`config.mk`:
```
export PLATFORM = sky130hd
export DESIGN_NAME = retire_monitor
export DESIGN_NICKNAME = d
export VERILOG_FILES = /design/src/rtl/retire_monitor.sv
export SDC_FILE = /design/constraint.sdc
export NUM_CORES = 1
export LEC_CHECK = 0
export ABC_AREA = 1
export CAP_MARGIN = 25
export CORE_UTILIZATION = 47
export CTS_CLUSTER_DIAMETER = 30
export DETAILED_ROUTE_END_ITERATION = 10
export GPL_TIMING_DRIVEN = 0
export PLACE_DENSITY = 0.85
export SLEW_MARGIN = 20
export SYNTH_ARGS = -nofsm -noshare
export SYNTH_HDL_FRONTEND = slang
export SYNTH_SLANG_ARGS = --single-unit
```
`constraint.sdc`:
```
create_clock -name clk -period 2.28 [get_ports clk]
set_input_delay 0.228 -clock clk [delete_from_list [all_inputs] [get_ports clk]]
set_output_delay 0.228 -clock clk [all_outputs]
set_load 0.02 [all_outputs]
```
`src/rtl/retire_monitor.sv`:
```
// retire_monitor: watches the writeback-stage retire stream of a small core
// and reports whether the program reached END_PC (done) or stalled for
// WDT_CYCLES run cycles without a retire (timeout). It keeps saturating
// cycle and retire counters, the last retired PC, and, when the
// RETIRE_TRACE_EN macro is defined, an 8-entry history of retired PCs.
// Without RETIRE_TRACE_EN there is no trace storage and trace_pc reads 0.
module retire_monitor #(
  parameter int unsigned          ADDR_SIZE  = 32,
  parameter logic [ADDR_SIZE-1:0] END_PC     = 32'h0000_0078,
  parameter int unsigned          WDT_CYCLES = 1024,
  parameter int unsigned          CNT_W      = 32
) (
  input  logic                 clk,
  input  logic                 rstn,
  input  logic [ADDR_SIZE-1:0] pc_w,
  input  logic                 retire_w,
  input  logic                 clear,
  output logic                 busy,
  output logic                 done,
  output logic                 timeout,
  output logic [CNT_W-1:0]     cycle_cnt,
  output logic [CNT_W-1:0]     retire_cnt,
  output logic [ADDR_SIZE-1:0] last_pc,
  input  logic [2:0]           trace_idx,
  output logic [ADDR_SIZE-1:0] trace_pc
);

  typedef enum logic [1:0] {
    S_IDLE,
    S_RUN,
    S_DONE,
    S_TIMEOUT
  } state_t;

  // Watchdog only needs to count up to WDT_CYCLES-1.
  localparam int unsigned      WDT_W    = (WDT_CYCLES > 1) ? $clog2(WDT_CYCLES) : 1;
  localparam logic [WDT_W-1:0] WDT_LAST = WDT_W'(WDT_CYCLES - 1);

  state_t           state;
  logic [WDT_W-1:0] wdt;
  logic             is_end;

  assign is_end = (pc_w == END_PC);

  function automatic logic [CNT_W-1:0] sat_inc(input logic [CNT_W-1:0] v);
    return (&v) ? v : v + CNT_W'(1);
  endfunction

  // Run-state FSM with registered status flags, counters and last PC.
  // NOTE: every register here uses <= so all updates see pre-edge values,
  // which keeps the flags consistent with the state they were computed from.
  always_ff @(posedge clk or negedge rstn) begin
    if (!rstn) begin
      state      <= S_IDLE;
      busy       <= 1'b0;
      done       <= 1'b0;
      timeout    <= 1'b0;
      cycle_cnt  <= '0;
      retire_cnt <= '0;
      last_pc    <= '0;
      wdt        <= '0;
    end else if (clear) begin
      state      <= S_IDLE;
      busy       <= 1'b0;
      done       <= 1'b0;
      timeout    <= 1'b0;
      cycle_cnt  <= '0;
      retire_cnt <= '0;
      last_pc    <= '0;
      wdt        <= '0;
    end else begin
      case (state)
        S_IDLE: begin
          if (retire_w) begin
            retire_cnt <= sat_inc(retire_cnt);
            last_pc    <= pc_w;
            cycle_cnt  <= CNT_W'(1);
            wdt        <= '0;
            if (is_end) begin
              state <= S_DONE;
              done  <= 1'b1;
            end else begin
              state <= S_RUN;
              busy  <= 1'b1;
            end
          end
        end
        S_RUN: begin
          cycle_cnt <= sat_inc(cycle_cnt);
          if (retire_w) begin
            retire_cnt <= sat_inc(retire_cnt);
            last_pc    <= pc_w;
            wdt        <= '0;
            // An END_PC retire wins over a watchdog expiry in the same cycle.
            if (is_end) begin
              state <= S_DONE;
              busy  <= 1'b0;
              done  <= 1'b1;
            end
          end else if (wdt == WDT_LAST) begin
            state   <= S_TIMEOUT;
            busy    <= 1'b0;
            timeout <= 1'b1;
          end else begin
            wdt <= wdt + 1'b1;
          end
        end
        // DONE and TIMEOUT are sticky; only clear or reset leaves them.
        default: begin
        end
      endcase
    end
  end

`ifdef RETIRE_TRACE_EN
  logic [ADDR_SIZE-1:0] trace_mem [8];
  logic [2:0]           wptr;
  logic                 trace_we;

  // Only retires that are actually counted enter the history.
  assign trace_we = retire_w && !clear && (state == S_IDLE || state == S_RUN);

  // Ring buffer of retired PCs; the 3-bit pointer wraps naturally from 7 to 0.
  // NOTE: the entries are reset because never-written slots must read as 0.
  always_ff @(posedge clk or negedge rstn) begin
    if (!rstn) begin
      wptr <= '0;
      for (int i = 0; i < 8; i++) trace_mem[i] <= '0;
    end else if (clear) begin
      wptr <= '0;
      for (int i = 0; i < 8; i++) trace_mem[i] <= '0;
    end else if (trace_we) begin
      trace_mem[wptr] <= pc_w;
      wptr            <= wptr + 3'd1;
    end
  end

  // Index 0 is the newest entry; 3-bit arithmetic gives the mod-8 wrap.
  assign trace_pc = trace_mem[wptr - 3'd1 - trace_idx];
`else
  logic unused_trace_idx;

  assign unused_trace_idx = ^trace_idx;
  assign trace_pc         = '0;
`endif

endmodule

```
==> results of run 1 <==
critical path, stage by stage (launching register included):
cell     delay [ns]
dfrtp_1        0.51
ha_1           0.27
nand2_2        0.11
nor3_1         0.46
inv_1          0.12
nor2_1         0.24
nand2_1        0.08
nand2_1        0.06
nand2_1        0.05
o21ai_2        0.13
flip-flops by register name, indices dropped and copies added (netlist names):
register / count
timeout: 1
cycle_cnt: 32
wdt: 10
state: 2
busy: 1
last_pc: 32
done: 1
retire_cnt: 32
cells in the mapped netlist (all sizes together) (9+ instances only):
| cell | number |
|---|---|
| clkbuf | 11 |
| nor2 | 146 |
| o21ai | 73 |
| xnor2 | 15 |
| xor2 | 17 |
| dfrtp | 111 |
| nand4 | 10 |
| buf | 47 |
| a21oi | 12 |
| inv | 88 |
| nand3 | 78 |
| nand2 | 318 |
| nor3 | 9 |
| o31ai | 13 |
routing by layer:
layer	GRT usage [%]	vias up
met5	0	-
met4	10.4	0
met3	3.87	36
met2	43.3	227
met1	32.8	3202
li1	-	3375
area by class of cell:
class                   count  area (um^2)
repair buffers            136         1380
clock buffers              10          239
multi-input cells         744         3620
well taps                 184          230
flip-flops and latches    111         2780
inverters                  89          335
plain buffers              58          432
fillers                  1306         5510
clock inverters             6         58.8
cell families after synthesis:
kind of cell	count (synthesis)	share of synthesized area, %
and+or+nand+nor	572	35.6
buffers and inverters	147	10.9
DFF	111	39.4
AOI/OAI and AO/OA	104	9.43
xor gates and xnor gates	32	3.98
adders and majority gates	3	0.533
other	1	0.0532
muxes	1	0.142
power by group through the flow:
stage / Clock [uW] / Combinational (uW) / Sequential [uW]
4_1_cts: 1660 / 1200 / 2180
2_1_floorplan: 0 / 590 / 2330
3_5_place_dp: 0 / 1200 / 2210
6_report: 1650 / 1200 / 2180
5_1_grt: 1730 / 1300 / 2190
3_3_place_gp: 0 / 1170 / 2210
worst paths after layout:
kind / start / endpoint / slack, ns
worst min-delay path: rstn / cycle_cnt[9] / 0.36
worst max register to register: cycle_cnt[0] / cycle_cnt[30] / 0.18
min in group clk: pc_w[26] / last_pc[26] / 0.41
worst max-delay path: cycle_cnt[0] / cycle_cnt[30] / 0.18
worst min register to register: busy / busy / 0.48
max in group asynchronous: rstn / retire_cnt[25] / 1.21
repair_timing:
action / CTS / global route
gates resized for setup: 0 / 1
hold buffers: 1 / 0
setup endpoints to repair: 0 / 11
endpoints found under the hold margin: 45 / 0
stage by stage:
stage | setup TNS [ns] | utilization [%] | hold WS [ns] | cell area [um^2] | instances
final | 0 | 62.2 | 0.358 | 9070 | 1338
after global routing | 0 | 62.2 | 0.415 | 9070 | 1338
after CTS | 0 | 62.2 | 0.377 | 9070 | 1338
after detailed placement | 0 | 60.1 | 0.194 | 8760 | 1321
after global placement | -371.27 | 59.9 | 0.459 | 8740 | 1320
after floorplan | 0 | - | -0.0676 | 7160 | 1002
==> results.txt, run 1 <==
Overflow after GRT: 0
vias in the first global route: 6394
P per Cell Area: 554 nW/um^2
pre-CTS worst setup slack: 0.0949 ns
part of the power in combinational logic: 23.9%
critical path startpoint category: flop
I/O Buffers: 134
EDFF count, synth: 0
top cell type's share of synthesized area: 39.4%
static leakage: 0.00389 uW
# diodes: 0
Crit. End Element: flop
Setup Viol. Count Final: 0
routability congestion estimate: 0.934
Routed Antenna Nets: 0
sequential power share: 43.3%
commonest non-fill, non-tap cell in the layout: nand2_1
Layout area overhead: 28.8%
GR Util All Layers: 25.6%
status: completed
Clock Latency Late Sink: 0.37 ns
RSZ-0062 raised after global routing: false
skew final: 0.0105 ns
WL final: 19.4 mm
worst r2r path cells: 9
Starting Density: 48.3%
Synthesis Warnings: 0
Cell Rows: 44
final max-slew violation count: 0
Seq/Total Area, Yosys: 39.4%
routed vias/inst: 5.11
vias: 6840
drt pass-1 iters: 5
CTS tree: built
DR DRC count: 0
Nets: 1191
pin count of the biggest net entering global routing: 67
P_sw: 1670 uW
Max Used Layer: met4
Max-Cap Viols: 0
clock-pin slew on the worst setup and hold paths: 0.08 ns
Crit Path Category: flop to flop
Cell Area, Synth: 7050 um^2
Max-slew headroom: 58.9%
Syn Inst Count: 971
clock power share: 32.8%
worst-path maximum fanout: 6
core area: 14600 um^2
CP required: 2.58 ns
Post CTS Setup Buffer Count: 0
Least-Margin Pin Slew: 0.616 ns
fin crit share: 92.2%
met3 WL: 950 um
Mean Syn Cell Area: 7.26 um^2
fmax: 476 MHz
Switching Share: 33.3%
Seq cells post-synth: 111
CTS Sinks: 111
DR iter-0 viols: 457
Final Critical Period: 2.10 ns
post-route setup slack: 0.178 ns
Synth area leaders: dfrtp_1, nand2_1, nor2_1, nand3_1, inv_1
die area: 15500 um^2
Fin. Hold Viols: 0
Die Height: 124 um
root buffer cell: clkbuf_16
Horiz. Die Dim: 124 um
most frequent cells in the layout: nand2_1, nor2_1, clkdlybuf4s50_1
TritonCTS Buffers: 9
metal2 WL: 9.42 mm
clk buf depth: 2
Pwr Total: 5030 uW
Max rail drop VDD: 0.416 mV
worst hold path type: input port to asynchronous set/reset pin
count of different cell masters after synthesis: 41
share of layout cells above drive strength 1: 12.4%
I/O pins: 170
HPWL Detailed: 14.6 mm
# H-tree levels: 3
arrival time worst endpoint: 2.40 ns
ys flop type: dfrtp_1
Synth area leader: dfrtp_1
internal power: 3360 uW
DR WL/cell: 14.5 um
asr flop ratio synth: 100%
antenna violations before repair: 0
DRT met1 WL: 8.47 mm
global-route wire length before repair: 31.9 mm
No activity file was read; power rests on OpenSTA's default activity.
==> run 2: changes to the inputs <==
==> constraint.sdc (replaced) <==
create_clock -name clk -period 2 [get_ports clk]
set_input_delay 0.2 -clock clk [delete_from_list [all_inputs] [get_ports clk]]
set_output_delay 0.2 -clock clk [all_outputs]
set_load 0.02 [all_outputs]
==> run 2 against run 1 <==
Compared with the run above:
- sequential power is 14% higher
- critical path depth rose by 2
- die area unchanged
- first-iteration DRC count up 8.3%
- clock skew decreased by 0.00076 ns
- critical path type unchanged
- clock power grew 13%
- sequential cell count did not move
- final cell count grew 0.37%
- power is 15% higher
==> results.txt, run 2 (synthesized netlist as in run 1, its figures left out) <==
vias: 6913 (+1.1%)
static leakage: 0.00391 uW (+0.61%)
Least-Margin Pin Slew: 0.639 ns (+0.0224 ns)
skew final: 0.00970 ns (-0.000764 ns)
Fin. Hold Viols: 0 (unchanged)
Horiz. Die Dim: 124 um (unchanged)
CTS Sinks: 111 (unchanged)
Cell Rows: 44 (unchanged)
root buffer cell: clkbuf_16
Max-Cap Viols: 0 (unchanged)
# diodes: 0 (unchanged)
clock-pin slew on the worst setup and hold paths: 0.08 ns (about the same)
core area: 14600 um^2 (unchanged)
I/O pins: 170 (unchanged)
status: completed
Overflow after GRT: 0 (unchanged)
final max-slew violation count: 0 (unchanged)
Routed Antenna Nets: 0 (unchanged)
global-route wire length before repair: 32.0 mm (+0.26%)
pre-CTS worst setup slack: -0.157 ns (-0.252 ns)
CP startpoint: cycle_cnt[0]
fmax: 531 MHz (+12%)
Setup TNS: 0 ns (unchanged)
Largest regs: cycle_cnt: 32 flops, last_pc: 32 flops, retire_cnt: 32 flops
most frequent cells in the layout: nand2_1, nor2_1, clkdlybuf4s50_1
Final Critical Period: 1.88 ns (-0.217 ns)
DR WL/cell: 14.5 um (+0.24%)
Nets: 1196 (+0.42%)
P per Cell Area: 630 nW/um^2 (+14%)
post-route setup slack: 0.115 ns (-0.0629 ns)
I/O Buffers: 134 (unchanged)
Crit. End Element: flop
critical path startpoint category: flop
DP Cell Count: 1321 (unchanged)
WL final: 19.5 mm (+0.61%)
CTS tree: built
Die Height: 124 um (unchanged)
vias in the first global route: 6396 (+0.031%)
Crit Reg-Reg Startpoint: cycle_cnt[0]
worst-path maximum fanout: 10 (+4)
Layout area overhead: 29.9%
Max-slew headroom: 57.4% (-1.5 points)
Clock Latency Late Sink: 0.37 ns (about the same)
antenna violations before repair: 0 (unchanged)
# H-tree levels: 3 (unchanged)
Min Hold Slack: 0.329 ns (-0.0292 ns)
Final Non-Filler Cells: 1343 (+0.37%)
pin count of the biggest net entering global routing: 67 (unchanged)
Setup Viol. Count Final: 0 (unchanged)
share of layout cells above drive strength 1: 13.4% (+0.98 points)
TritonCTS Buffers: 9 (unchanged)
routed vias/inst: 5.15 (+0.69%)
die area: 15500 um^2 (unchanged)
fin crit share: 94.2% (+2.1 points)
Max rail drop VDD: 0.474 mV (+14%)
clk buf depth: 2 (unchanged)
drt pass-1 iters: 6 (+1)
Crit Path Category: flop to flop
routability congestion estimate: 0.934 (unchanged)
GR Util All Layers: 25.7% (+0.056 points)
worst hold path type: input port to asynchronous set/reset pin
Starting Density: 48.3% (unchanged)
DR DRC count: 0 (unchanged)
DR iter-0 viols: 495 (+8.3%)
arrival time worst endpoint: 2.14 ns (-0.26 ns)
commonest non-fill, non-tap cell in the layout: nand2_1
CP required: 2.26 ns (-0.32 ns)
HPWL Detailed: 14.6 mm (unchanged)
==> run 2: power breakdown <==
group / total, uW / leakage (uW) / internal, uW / switching, uW
Sequential: 2480 / 0.00151 / 2380 / 106
Clock: 1870 / 0.000145 / 916 / 952
Combinational: 1420 / 0.00226 / 568 / 854
Total: 5770 / 0.00391 / 3860 / 1910
==> run 2: path summary, 6_finish.rpt <==
kind / endpoint / slack (ns) / cells past startpoint
worst max register to register: cycle_cnt[15] / 0.12 / 11
worst min register to register: busy / 0.48 / 2
worst max-delay path: cycle_cnt[15] / 0.12 / 11
min in group clk: last_pc[26] / 0.39 / 3
max in group asynchronous: retire_cnt[0] / 0.96 / 3
worst min-delay path: cycle_cnt[9] / 0.33 / 2
==> run 2: per-layer routing <==
layer / GRT usage, % / share of wire [%] / vias to the layer above
li1: - / - / 3380
met1: 32.9 / 43 / 3237
met2: 43.4 / 49 / 253
met3: 3.91 / 5.2 / 43
met4: 10.4 / 3.0 / 0
met5: 0 / 0 / -
==> run 2: critical path, stage by stage (launching register included) <==
cell	delay, ns
dfrtp_2	0.42
ha_2	0.22
nand2_2	0.10
nor2_4	0.16
nand2_4	0.09
clkinv_2	0.07
nand2_2	0.05
nor2_4	0.12
nand3_4	0.16
nand2_8	0.14
buf_6	0.18
o21ai_2	0.07
==> run 2: timing repair <==
action / 4_1_cts / 5_1_grt
hold endpoints to repair: 45 / 0
endpoints found under the setup margin: 40 / 60
buffers inserted: 0 / 4
cloned: 0 / 1
hold buffers: 1 / 0
pin swaps: 0 / 2
resized for setup: 4 / 11
==> run 2: final cells by class <==
type                            instances  area [um^2]
Fill cell                            1294         5430
Multi-Input combinational cell        745         3660
Sequential cell                       111         2780
Timing Repair Buffer                  140         1410
Buffer                                 58          437
Inverter                               89          335
Clock buffer                           10          239
Tap cell                              184          230
Clock inverter                          6         58.8
==> run 2: per-stage QoR <==
step	util, %	instance area (um^2)	total power, uW
after floorplan	-	7160	3320
after global placement	59.9	8740	3860
after detailed placement	60.1	8760	3890
after CTS	62.3	9080	5760
after global routing	62.8	9160	6010
final	62.8	9160	5770
